**config.mk**
```make
export PLATFORM = sky130hd
export DESIGN_NAME = snoop_bus_arbiter_flat
export DESIGN_NICKNAME = d
export VERILOG_FILES = /design/src/rtl/snoop_bus_arbiter_pkg.sv /design/src/rtl/snoop_bus_arbiter_if.sv /design/src/rtl/snoop_bus_arbiter_rr_pick.sv /design/src/rtl/snoop_bus_arbiter.sv /design/src/flat_wrapper.sv
export SDC_FILE = /design/constraint.sdc
export NUM_CORES = 1
export LEC_CHECK = 0
export ABC_AREA = 1
export ABC_CLOCK_PERIOD_IN_PS = 4600
export CAP_MARGIN = 30
export CORE_AREA = 4 4 87 89
export DETAILED_ROUTE_END_ITERATION = 8
export DIE_AREA = 0 0 91 93
export PLACE_DENSITY_LB_ADDON = 0.3
export SLEW_MARGIN = 10
export SYNTH_ARGS = -nofsm -noshare
export SYNTH_HDL_FRONTEND = slang
export SYNTH_SLANG_ARGS = --single-unit
```
**constraint.sdc**
```tcl
create_clock -name clk -period 4.6 [get_ports clk]
set_clock_uncertainty 0.05 [all_clocks]
set_input_delay 0.69 -clock clk [delete_from_list [all_inputs] [get_ports clk]]
set_output_delay 0.69 -clock clk [all_outputs]
set_load 0.03 [all_outputs]
```
**src/rtl/snoop_bus_arbiter_pkg.sv**
```systemverilog
// Shared definitions for the snoop bus arbiter: bus word layout, op codes, FSM states.
// Latency: none (package only).
// Backpressure: none (package only).
package snoop_pkg;

  localparam int BUS_W = 11;

  // Bus word field positions
  localparam int WB_BIT  = 10;
  localparam int ID_HI   = 9;
  localparam int ID_LO   = 8;
  localparam int RSV_HI  = 7;
  localparam int RSV_LO  = 6;
  localparam int OP_HI   = 5;
  localparam int OP_LO   = 4;
  localparam int TAG_BIT = 3;
  localparam int DATA_HI = 2;
  localparam int DATA_LO = 0;

  typedef enum logic [1:0] {
    OP_NONE       = 2'b00,
    OP_READMISS   = 2'b01,
    OP_INVALIDATE = 2'b10,
    OP_RETURN     = 2'b11
  } op_e;

  typedef enum logic [1:0] {
    S_IDLE,
    S_ISSUE,
    S_WAIT,
    S_RETURN
  } state_e;

  // Only readmiss and invalidate may be placed on the bus by a cache.
  function automatic logic op_legal(input logic [1:0] op);
    return (op == OP_READMISS) || (op == OP_INVALIDATE);
  endfunction

endpackage

```
**src/rtl/snoop_bus_arbiter_if.sv**
```systemverilog
// Snoop bus bundle between the caches/memory side and the arbiter.
// Ports: req/req_word/mem_in flow into the arbiter (slave); gnt/bus_out/done/err_timeout flow out.
// Backpressure: none; requests are level signals held until granted.
interface snoop_bus_arbiter_if #(parameter int NREQ = 4);
  import snoop_pkg::*;

  logic [NREQ-1:0]       req;
  logic [BUS_W*NREQ-1:0] req_word;
  logic [BUS_W-1:0]      mem_in;
  logic [NREQ-1:0]       gnt;
  logic [BUS_W-1:0]      bus_out;
  logic                  done;
  logic                  err_timeout;

  modport slave (
    input  req, req_word, mem_in,
    output gnt, bus_out, done, err_timeout
  );

  modport master (
    output req, req_word, mem_in,
    input  gnt, bus_out, done, err_timeout
  );

endinterface

```
**src/rtl/snoop_bus_arbiter_rr_pick.sv**
```systemverilog
// Round-robin priority picker: first set req bit searching upward from last+1 (mod NREQ).
// Ports: req, last in; one-hot pick and valid out. Latency: combinational.
// Backpressure: none.
module rr_pick #(
  parameter int NREQ = 4
) (
  input  logic [NREQ-1:0] req,
  input  logic [1:0]      last,
  output logic [NREQ-1:0] pick,
  output logic            valid
);

  always_comb begin
    pick  = '0;
    valid = 1'b0;
    // k walks the priority order; the inner compare keeps every select constant.
    for (int k = 1; k <= NREQ; k++) begin
      for (int i = 0; i < NREQ; i++) begin
        if (!valid && req[i] && (i == ((int'(last) + k) % NREQ))) begin
          pick[i] = 1'b1;
          valid   = 1'b1;
        end
      end
    end
  end

endmodule

```
**src/rtl/snoop_bus_arbiter.sv**
```systemverilog
// Round-robin snoop bus arbiter/sequencer: grants one cache, broadcasts its word, relays memory return.
// Ports: clk, rst_n (sync, active-low), bus (slave modport). Latency: grant/bus one cycle after req sample.
// Backpressure: one transaction at a time; req is only sampled in IDLE, read miss aborts after TIMEOUT.
module snoop_bus_arbiter
  import snoop_pkg::*;
#(
  parameter int NREQ    = 4,
  parameter int TIMEOUT = 15
) (
  input  logic                clk,
  input  logic                rst_n,
  snoop_bus_arbiter_if.slave  bus
);

  state_e           state;
  op_e              cur_op;
  logic [1:0]       last;
  logic [1:0]       winner;
  logic [3:0]       cnt;
  logic [NREQ-1:0]  gnt_r;
  logic [BUS_W-1:0] bus_r;
  logic             done_r;
  logic             err_r;

  logic [NREQ-1:0]  pick;
  logic             pick_vld;
  logic [1:0]       win_idx;
  logic [BUS_W-1:0] win_word;
  logic [BUS_W-1:0] fwd_word;
  logic             ret_match;

  rr_pick #(.NREQ(NREQ)) u_pick (
    .req   (bus.req),
    .last  (last),
    .pick  (pick),
    .valid (pick_vld)
  );

  always_comb begin
    win_idx  = '0;
    win_word = '0;
    for (int i = 0; i < NREQ; i++) begin
      if (pick[i]) begin
        win_idx  = 2'(i);
        win_word = bus.req_word[i*BUS_W +: BUS_W];
      end
    end
  end

  // The id field always reflects who actually won, whatever the cache put there.
  assign fwd_word  = {win_word[WB_BIT], win_idx, win_word[RSV_HI:DATA_LO]};
  assign ret_match = (bus.mem_in[OP_HI:OP_LO] == OP_RETURN) &&
                     (bus.mem_in[ID_HI:ID_LO] == winner);

  always_ff @(posedge clk) begin
    if (!rst_n) begin
      state  <= S_IDLE;
      cur_op <= OP_NONE;
      last   <= 2'(NREQ - 1);
      winner <= '0;
      cnt    <= '0;
      gnt_r  <= '0;
      bus_r  <= '0;
      done_r <= 1'b0;
      err_r  <= 1'b0;
    end else begin
      done_r <= 1'b0;
      err_r  <= 1'b0;
      case (state)
        S_IDLE: begin
          gnt_r <= '0;
          bus_r <= '0;
          if (pick_vld) begin
            last   <= win_idx;
            winner <= win_idx;
            cur_op <= op_e'(fwd_word[OP_HI:OP_LO]);
            if (op_legal(fwd_word[OP_HI:OP_LO])) begin
              state <= S_ISSUE;
              gnt_r <= pick;
              bus_r <= fwd_word;
            end else begin
              // Illegal op: retire immediately without touching the bus.
              done_r <= 1'b1;
            end
          end
        end
        S_ISSUE: begin
          bus_r <= '0;
          if (cur_op == OP_READMISS) begin
            state <= S_WAIT;
            cnt   <= '0;
          end else begin
            state  <= S_IDLE;
            gnt_r  <= '0;
            done_r <= 1'b1;
          end
        end
        S_WAIT: begin
          cnt <= cnt + 4'd1;
          if (ret_match) begin
            state <= S_RETURN;
            bus_r <= bus.mem_in;
          end else if (cnt == 4'(TIMEOUT - 1)) begin
            // This is the TIMEOUT-th wait cycle with no matching return.
            state  <= S_IDLE;
            gnt_r  <= '0;
            done_r <= 1'b1;
            err_r  <= 1'b1;
          end
        end
        S_RETURN: begin
          state  <= S_IDLE;
          gnt_r  <= '0;
          bus_r  <= '0;
          done_r <= 1'b1;
        end
        default: state <= S_IDLE;
      endcase
    end
  end

  assign bus.gnt         = gnt_r;
  assign bus.bus_out     = bus_r;
  assign bus.done        = done_r;
  assign bus.err_timeout = err_r;

endmodule

```
**src/flat_wrapper.sv**
```systemverilog
// flat-port wrapper written by rule: the top's interface ports become plain ports
module snoop_bus_arbiter_flat import snoop_pkg::*;
#(
  parameter int NREQ    = 4,
  parameter int TIMEOUT = 15
)
  (clk, rst_n, bus_req, bus_req_word, bus_mem_in, bus_gnt, bus_bus_out, bus_done, bus_err_timeout);
  snoop_bus_arbiter_if #(.NREQ(NREQ)) bus_i ();
  input  logic clk;
  input  logic rst_n;
  input wire logic [$bits(bus_i.req)-1:0] bus_req;
  input wire logic [$bits(bus_i.req_word)-1:0] bus_req_word;
  input wire logic [$bits(bus_i.mem_in)-1:0] bus_mem_in;
  output wire logic [$bits(bus_i.gnt)-1:0] bus_gnt;
  output wire logic [$bits(bus_i.bus_out)-1:0] bus_bus_out;
  output wire logic [$bits(bus_i.done)-1:0] bus_done;
  output wire logic [$bits(bus_i.err_timeout)-1:0] bus_err_timeout;
  assign bus_i.req = bus_req;
  assign bus_i.req_word = bus_req_word;
  assign bus_i.mem_in = bus_mem_in;
  assign bus_gnt = bus_i.gnt;
  assign bus_bus_out = bus_i.bus_out;
  assign bus_done = bus_i.done;
  assign bus_err_timeout = bus_i.err_timeout;
  snoop_bus_arbiter #(.NREQ(NREQ), .TIMEOUT(TIMEOUT)) u_core (.clk(clk), .rst_n(rst_n), .bus(bus_i));
endmodule
```
# Yosys cells after proc, flatten, opt, wreduce, memory -nomap -nowiden

Index checks and enable logic that the tools add are counted.

Flip-flop bits (word level): 29
Input port bits: 61
Output and inout port bits: 17
Word-level logic and storage cells: 173

$add $sub $neg: 5
Equality and inequality tests: 29
Multiplexer cells: 62
Bitwise logic cells: 4
Reduce and logical (&&, ||, !) cells: 64

Operators by type and width:

| kind                                           | number |
|---|---|
| logical NOT 32 bit                             | 4 |
| two-way mux 11 bit                             | 7 |
| two-way mux 1 bit                              | 37 |
| case mux 11 bit (3 select lines)               | 1 |
| logical AND 1 bit                              | 32 |
| == test 3 bit (first input constant)           | 8 |
| two-way mux 4 bit                              | 6 |
| case mux 4 bit (4 select lines)                | 1 |
| logical NOT 1 bit                              | 15 |
| two-way mux 2 bit                              | 7 |
| == test 2 x 3 -> 1 bit (first input constant)  | 4 |
| != test 2 x 1 -> 1 bit (second input constant) | 5 |
| OR reduction 2 bit                             | 5 |
| == test 2 bit (second input constant)          | 4 |
| case mux 2 bit (4 select lines)                | 1 |
| case mux 4 bit (2 select lines)                | 1 |
| == test 2 x 1 -> 1 bit (second input constant) | 3 |
| AND reduction 2 bit                            | 3 |
| AND reduction 3 bit                            | 2 |
| adder 2 x 1 -> 2 bit (second input constant)   | 2 |
| adder 2 bit (second input constant)            | 2 |
| adder 4 x 1 -> 4 bit (second input constant)   | 1 |
| AND 1 bit (first input constant)               | 4 |
| == test 4 bit (second input constant)          | 1 |
| 7 further kinds                                | 8 |

# Depth between registers and ports, before layout

Word-level depth: 72
Gate-level depth with buffers: 21
Depth with buffers taken out: 21

# Modules after synthesis

Synthesis repeated with hierarchy kept, for this count alone.

Cells, all modules: 312
Area, all modules: 2014.4 µm²

Modules (own cells, without submodules):

| module            | times used | cells each | area each (µm²) | seq. area each (µm²) |
|---|---|---|---|---|
| snoop_bus_arbiter | 1          | 259        | 1725.4          | 580.6 |
| rr_pick           | 1          | 53         | 289.0           | 0.0 |

# Least setup slack after synthesis

OpenSTA, ideal clock, no wires.

Kind: input-to-reg
Start point: input bus_req[3]
End point: register u_core.bus_r[0], in the netlist u_core.bus.bus_out[0]
Library setup time: 66 ps
Data arrival time: 2823 ps
Required time: 4484 ps
Slack: 1660 ps
Stages: 18
Path buffers: 1
Cell sequence: inv_1 nor2_1 nor2_2 nand4_2 nor2_4 nand4_4 nor3_4 nand3_1 nand2_1 buf_6 nand2_1 nand2_1 nand2_1 ha_1 nand3b_2 inv_2 nand2_1 a21oi_2

Word-level cells in the longest chain between the ends: 57
Elaborated cells between the ends (all ways): 74
Classes of those cells: eq/ne: 2; mux: 33; reduce/logical: 39

RTL lines:

| item                                                    | line                            | source |
|---|---|---|
| start: declaration                                      | flat_wrapper.sv:11              | `input wire logic [$bits(bus_i.req)-1:0] bus_req;` |
| logical AND 1 bit (2 in a row)                          | snoop_bus_arbiter_rr_pick.sv:19 | `if (!valid && req[i] && (i == ((int'(last) + k) % NREQ))) begin` |
| two-way mux 1 bit                                       | snoop_bus_arbiter_rr_pick.sv:19 |  |
| logical NOT 1 bit                                       | snoop_bus_arbiter_rr_pick.sv:19 |  |
| logical AND 1 bit (2 in a row)                          | snoop_bus_arbiter_rr_pick.sv:19 |  |
| two-way mux 1 bit                                       | snoop_bus_arbiter_rr_pick.sv:19 |  |
| logical NOT 1 bit                                       | snoop_bus_arbiter_rr_pick.sv:19 |  |
| logical AND 1 bit (2 in a row)                          | snoop_bus_arbiter_rr_pick.sv:19 |  |
| two-way mux 1 bit                                       | snoop_bus_arbiter_rr_pick.sv:19 |  |
| [... 39 more ...]                                       | n/a                             |  |
| two-way mux 1 bit                                       | snoop_bus_arbiter_rr_pick.sv:19 |  |
| two-way mux 11 bit *                                    | snoop_bus_arbiter.sv:43         | `if (pick[i]) begin` |
| named net u_core.win_word[4]                            | snoop_bus_arbiter.sv:28         | `logic [BUS_W-1:0] win_word;` |
| == test 2 x 1 -> 1 bit or == test 2 bit (tied branches) | snoop_bus_arbiter_pkg.sv:36     | `return (op == OP_READMISS) \|\| (op == OP_INVALIDATE);` |
| logical OR 1 bit *                                      | snoop_bus_arbiter_pkg.sv:36     |  |
| two-way mux 11 bit *                                    | snoop_bus_arbiter.sv:77         | `if (op_legal(fwd_word[OP_HI:OP_LO])) begin` |
| two-way mux 11 bit *                                    | snoop_bus_arbiter.sv:73         | `if (pick_vld) begin` |
| case mux 11 bit (3 select lines) *                      | snoop_bus_arbiter.sv:69         | `case (state)` |
| end signal: assignment                                  | snoop_bus_arbiter.sv:80         | `bus_r <= fwd_word;` |
| end signal: assignment                                  | snoop_bus_arbiter.sv:102        | `bus_r <= bus.mem_in;` |
| end: declaration                                        | snoop_bus_arbiter.sv:21         | `logic [BUS_W-1:0] bus_r;` |

The timed path passes the listed nets; every way through them passes the cells marked *.
A chain may end at the register's enable or synchronous reset.

# Worst setup path after layout

Start point: input bus_req[0]
End point: register u_core.gnt_r[2], in the netlist u_core.bus.gnt[2]

Word-level cells in the longest chain between the ends: 68
Elaborated cells between the ends (all ways): 87
Classes of those cells: eq/ne: 2; mux: 38; reduce/logical: 47

RTL lines:

| item                                                    | line                            | source |
|---|---|---|
| logical AND 1 bit                                       | snoop_bus_arbiter_rr_pick.sv:19 |  |
| two-way mux 1 bit                                       | snoop_bus_arbiter_rr_pick.sv:19 |  |
| logical NOT 1 bit                                       | snoop_bus_arbiter_rr_pick.sv:19 |  |
| logical AND 1 bit (2 in a row)                          | snoop_bus_arbiter_rr_pick.sv:19 |  |
| two-way mux 1 bit                                       | snoop_bus_arbiter_rr_pick.sv:19 |  |
| logical NOT 1 bit                                       | snoop_bus_arbiter_rr_pick.sv:19 |  |
| logical AND 1 bit (2 in a row)                          | snoop_bus_arbiter_rr_pick.sv:19 |  |
| two-way mux 1 bit                                       | snoop_bus_arbiter_rr_pick.sv:19 |  |
| [... 51 more ...]                                       | n/a                             |  |
| two-way mux 1 bit                                       | snoop_bus_arbiter_rr_pick.sv:19 |  |
| two-way mux 11 bit *                                    | snoop_bus_arbiter.sv:43         |  |
| named net u_core.win_word[4]                            | snoop_bus_arbiter.sv:28         |  |
| == test 2 x 1 -> 1 bit or == test 2 bit (tied branches) | snoop_bus_arbiter_pkg.sv:36     |  |
| logical OR 1 bit *                                      | snoop_bus_arbiter_pkg.sv:36     |  |
| two-way mux 4 bit *                                     | snoop_bus_arbiter.sv:77         |  |
| two-way mux 4 bit *                                     | snoop_bus_arbiter.sv:73         |  |
| case mux 4 bit (4 select lines) *                       | snoop_bus_arbiter.sv:69         |  |
| end signal: assignment                                  | snoop_bus_arbiter.sv:79         | `gnt_r <= pick;` |
| end: declaration                                        | snoop_bus_arbiter.sv:20         | `logic [NREQ-1:0] gnt_r;` |

Marked as above.

==> impl_metrics.prom <==
# TYPE chip_impl_metric gauge
chip_impl_info{name="outcome",value="finished, final reports clean"} 1
chip_impl_metric{name="finalSetupViolCount",unit=""} 0
chip_impl_metric{name="layout_min_cycle_time",unit="ns"} 3.68
chip_impl_metric{name="final_setup_tns",unit="ns"} 0
chip_impl_info{name="most-common-layout-cells",value="nand2_1, clkdlybuf4s50_1, inv_1"} 1
chip_impl_info{name="cp-end-kind",value="flop"} 1
chip_impl_metric{name="cts.htree.levels",unit=""} 2
chip_impl_metric{name="cp.arrival",unit="ns"} 3.84
chip_impl_info{name="busiest_layer",value="met2"} 1
chip_impl_metric{name="synthesis.area",unit="sq um"} 1980
chip_impl_metric{name="slew-limit-headroom",unit=""} 0.455
chip_impl_metric{name="syn_nets",unit=""} 378
chip_impl_metric{name="vdd.ir_drop.worst",unit="uV"} 201
chip_impl_metric{name="static-leakage-power",unit="uW"} 0.00127
chip_impl_metric{name="clk_transition_reported_paths",unit="ns"} 0.06
chip_impl_metric{name="ctsHoldBuffers",unit=""} 0
chip_impl_metric{name="num-nets-final",unit=""} 451
chip_impl_info{name="cts_tree",value="built"} 1
chip_impl_metric{name="buffer_depth_of_the_longest_clock_path",unit=""} 2
chip_impl_metric{name="critPathMaxFanout",unit=""} 10
chip_impl_metric{name="worst_skew_late_latency",unit="ns"} 0.28
chip_impl_metric{name="n_antenna_cell",unit=""} 0
chip_impl_metric{name="io_pins",unit=""} 78
chip_impl_metric{name="drt_iter0_markers",unit=""} 87
chip_impl_metric{name="initial_utilization",unit=""} 0.292
chip_impl_metric{name="groute.layer.met2.usage",unit=""} 0.251
chip_impl_metric{name="firstDrtPassIters",unit=""} 4
chip_impl_metric{name="layout_worst_path_cycle_share",unit=""} 0.800
chip_impl_metric{name="io_buffers",unit=""} 69
chip_impl_metric{name="synth.yosys.warnings",unit=""} 0
chip_impl_metric{name="num_vias",unit=""} 2202
chip_impl_metric{name="grt_util_met1",unit=""} 0.152
chip_impl_metric{name="finalMaxSlewViolations",unit=""} 0
chip_impl_metric{name="max_freq",unit="MHz"} 272
chip_impl_metric{name="max_slew.worst_pin.slew",unit="ns"} 0.815
chip_impl_info{name="clock_tree.root_cell",value="clkbuf_8"} 1
chip_impl_info{name="worst_hold_path_type",value="reg2reg"} 1
chip_impl_metric{name="power.density",unit="nW/um^2"} 630
chip_impl_metric{name="cts.repair.resized",unit=""} 0
chip_impl_metric{name="floorplan.die.height",unit="um"} 93
chip_impl_metric{name="layout_cell_share_with_drive_strength_beyond_1",unit=""} 0.109
chip_impl_metric{name="cts_setup_buffers",unit=""} 0
chip_impl_metric{name="area_growth",unit="%"} 45.3
chip_impl_metric{name="grt.met3_usage",unit=""} 0.0434
chip_impl_metric{name="cts.sink_count",unit=""} 29
chip_impl_metric{name="wl",unit="mm"} 5.87
chip_impl_metric{name="drt_drc_violations_left",unit=""} 0
chip_impl_metric{name="die_outline_area",unit="sq um"} 8460
chip_impl_metric{name="grt_use_total",unit=""} 0.141
chip_impl_metric{name="final-hold-violation-count",unit=""} 0
chip_impl_metric{name="synth_cells",unit=""} 313
chip_impl_metric{name="die_width",unit="um"} 91
chip_impl_metric{name="avgViaCountPerCell",unit=""} 4.72
chip_impl_metric{name="post-dp-hpwl",unit="mm"} 4.66
chip_impl_metric{name="cts_made_buffers",unit=""} 5
chip_impl_metric{name="gr-total-overflow",unit=""} 0
chip_impl_metric{name="grt_first_pass_wirelength",unit="mm"} 9.65
chip_impl_metric{name="cap_violations",unit=""} 0
chip_impl_metric{name="drtAntennaViolNets",unit=""} 0
chip_impl_metric{name="antenna_found_initial",unit=""} 0
chip_impl_metric{name="synth.avg_cell_area",unit="sq um"} 6.31
chip_impl_info{name="most_common_cell_after_layout_fill_and_taps_aside",value="nand2_1"} 1
chip_impl_metric{name="postSynthRegisterBits",unit=""} 29
chip_impl_info{name="grt_setup_unrepaired",value="no"} 1
chip_impl_info{name="cp-start-kind",value="input pin"} 1
chip_impl_metric{name="grt_start_max_net_pins",unit=""} 17
chip_impl_metric{name="critPathRequiredTime",unit="ns"} 4.76
chip_impl_metric{name="layout.filler_cells",unit=""} 725
chip_impl_metric{name="grt_pass1_vias",unit=""} 2178
chip_impl_metric{name="netlist-cell-type-count",unit=""} 30
chip_impl_metric{name="row_count",unit=""} 30
chip_impl_metric{name="coreArea",unit="sq um"} 6760
chip_impl_metric{name="wire_per_inst",unit="um"} 12.6
chip_impl_info{name="critical_path_class",value="in2reg"} 1
chip_impl_metric{name="design_power_total",unit="uW"} 1810
chip_impl_metric{name="synth.yosys.seq_area_share",unit=""} 0.294
chip_impl_metric{name="gp_routability_congestion",unit=""} 0.915
==> Yosys cell counts, drive strengths merged <==
master | instances | area share
nand2 | 102 | 0.21
inv | 48 | 0.091
a21oi | 33 | 0.10
dfxtp | 29 | 0.29
o21ai | 24 | 0.061
nor2 | 23 | 0.049
nand3 | 21 | 0.056
nand4 | 8 | 0.044
clkbuf | 4 | 0.0076
ha | 4 | 0.025
nor3 | 4 | 0.016
buf | 3 | 0.013
nand3b | 2 | 0.0095
o211ai | 2 | 0.0076
o22ai | 2 | 0.0063
a221oi | 1 | 0.0044
a31oi | 1 | 0.0032
o31ai | 1 | 0.0038
or2 | 1 | 0.0032
==> per-stage QoR <==
| step | instance area [sq um] | instances | hold WS (ns) | util | setup WS, ns |
|---|---|---|---|---|---|
| 2_1_floorplan | 1980 | 313 | 0.420 | - | 1.66 |
| 3_3_place_gp | 2760 | 459 | 0.411 | 0.408 | 0.677 |
| 3_5_place_dp | 2760 | 459 | 0.410 | 0.408 | 0.639 |
| 4_1_cts | 2870 | 467 | 0.420 | 0.425 | 0.922 |
| 5_1_grt | 2870 | 467 | 0.452 | 0.425 | 0.544 |
| 6_report | 2870 | 467 | 0.420 | 0.425 | 0.918 |
==> worst max-delay path, stage by stage <==
cell and delay [ns]:
clkdlybuf4s50_1 0.54, nand3_1 0.19, nand3_2 0.10, nor2_2 0.12, nand4_2 0.14, nor2_4 0.15, nand4_4 0.11, nor2_1 0.18
nand2_1 0.09, nand2_2 0.21, nand2_1 0.09, nand2_1 0.07, nand2_1 0.05, nand2_1 0.05, nand2_1 0.06, nand2_1 0.08
ha_1 0.25, nand3b_2 0.32, inv_2 0.18, nand2_1 0.07, a21oi_1 0.12
==> where the power goes <==
| group | internal [uW] | switching [uW] | total [uW] |
|---|---|---|---|
| Sequential | 331 | 49.6 | 380 |
| Clock | 176 | 100 | 277 |
| Combinational | 433 | 721 | 1150 |
| Total | 940 | 871 | 1810 |
==> worst paths after layout <==
| kind | start | end | slack [ns] | cells past startpoint |
|---|---|---|---|---|
| worst max-delay path | bus_req[0] | u_core.bus.gnt[2] | 0.92 | 21 |
| worst min-delay path | u_core.bus.gnt[3] | u_core.bus.gnt[3] | 0.42 | 2 |
| worst max register to register | u_core.last[0] | u_core.bus.gnt[2] | 1.42 | 21 |
| worst min register to register | u_core.bus.gnt[3] | u_core.bus.gnt[3] | 0.42 | 2 |
==> kinds of logic after synthesis <==
kind of cell / synth area share
buf+inv: 0.112
fa+ha+maj: 0.0253
flops: 0.294
compound gates: 0.187
simple gates: 0.382
==> sequential cells by signal, indices dropped and copies added, names as in the netlist <==
| name | flops |
|---|---|
| u_core.bus.bus_out | 11 |
| u_core.bus.done | 1 |
| u_core.bus.err_timeout | 1 |
| u_core.bus.gnt | 4 |
| u_core.cnt | 4 |
| u_core.cur_op | 2 |
| u_core.last | 2 |
| u_core.state | 2 |
| u_core.winner | 2 |
==> metal layers <==
| metal | share of wire | wire length, um |
|---|---|---|
| met3 | 0.083 | 486 |
| met5 | 0 | 0 |
| met4 | 0.025 | 148 |
| met2 | 0.49 | 2870 |
| met1 | 0.40 | 2360 |
==> layout make-up <==
type	instances	area, sq um	area share
well taps	80	100	0.0349
repair buffers	73	721	0.251
clock buffers	7	86.3	0.0301
flip-flops and latches	29	581	0.202
clock inverters	1	30.0	0.0105
multi-input cells	229	1170	0.409
inverters	48	180	0.0627
No activity file was read; power rests on OpenSTA's default activity.
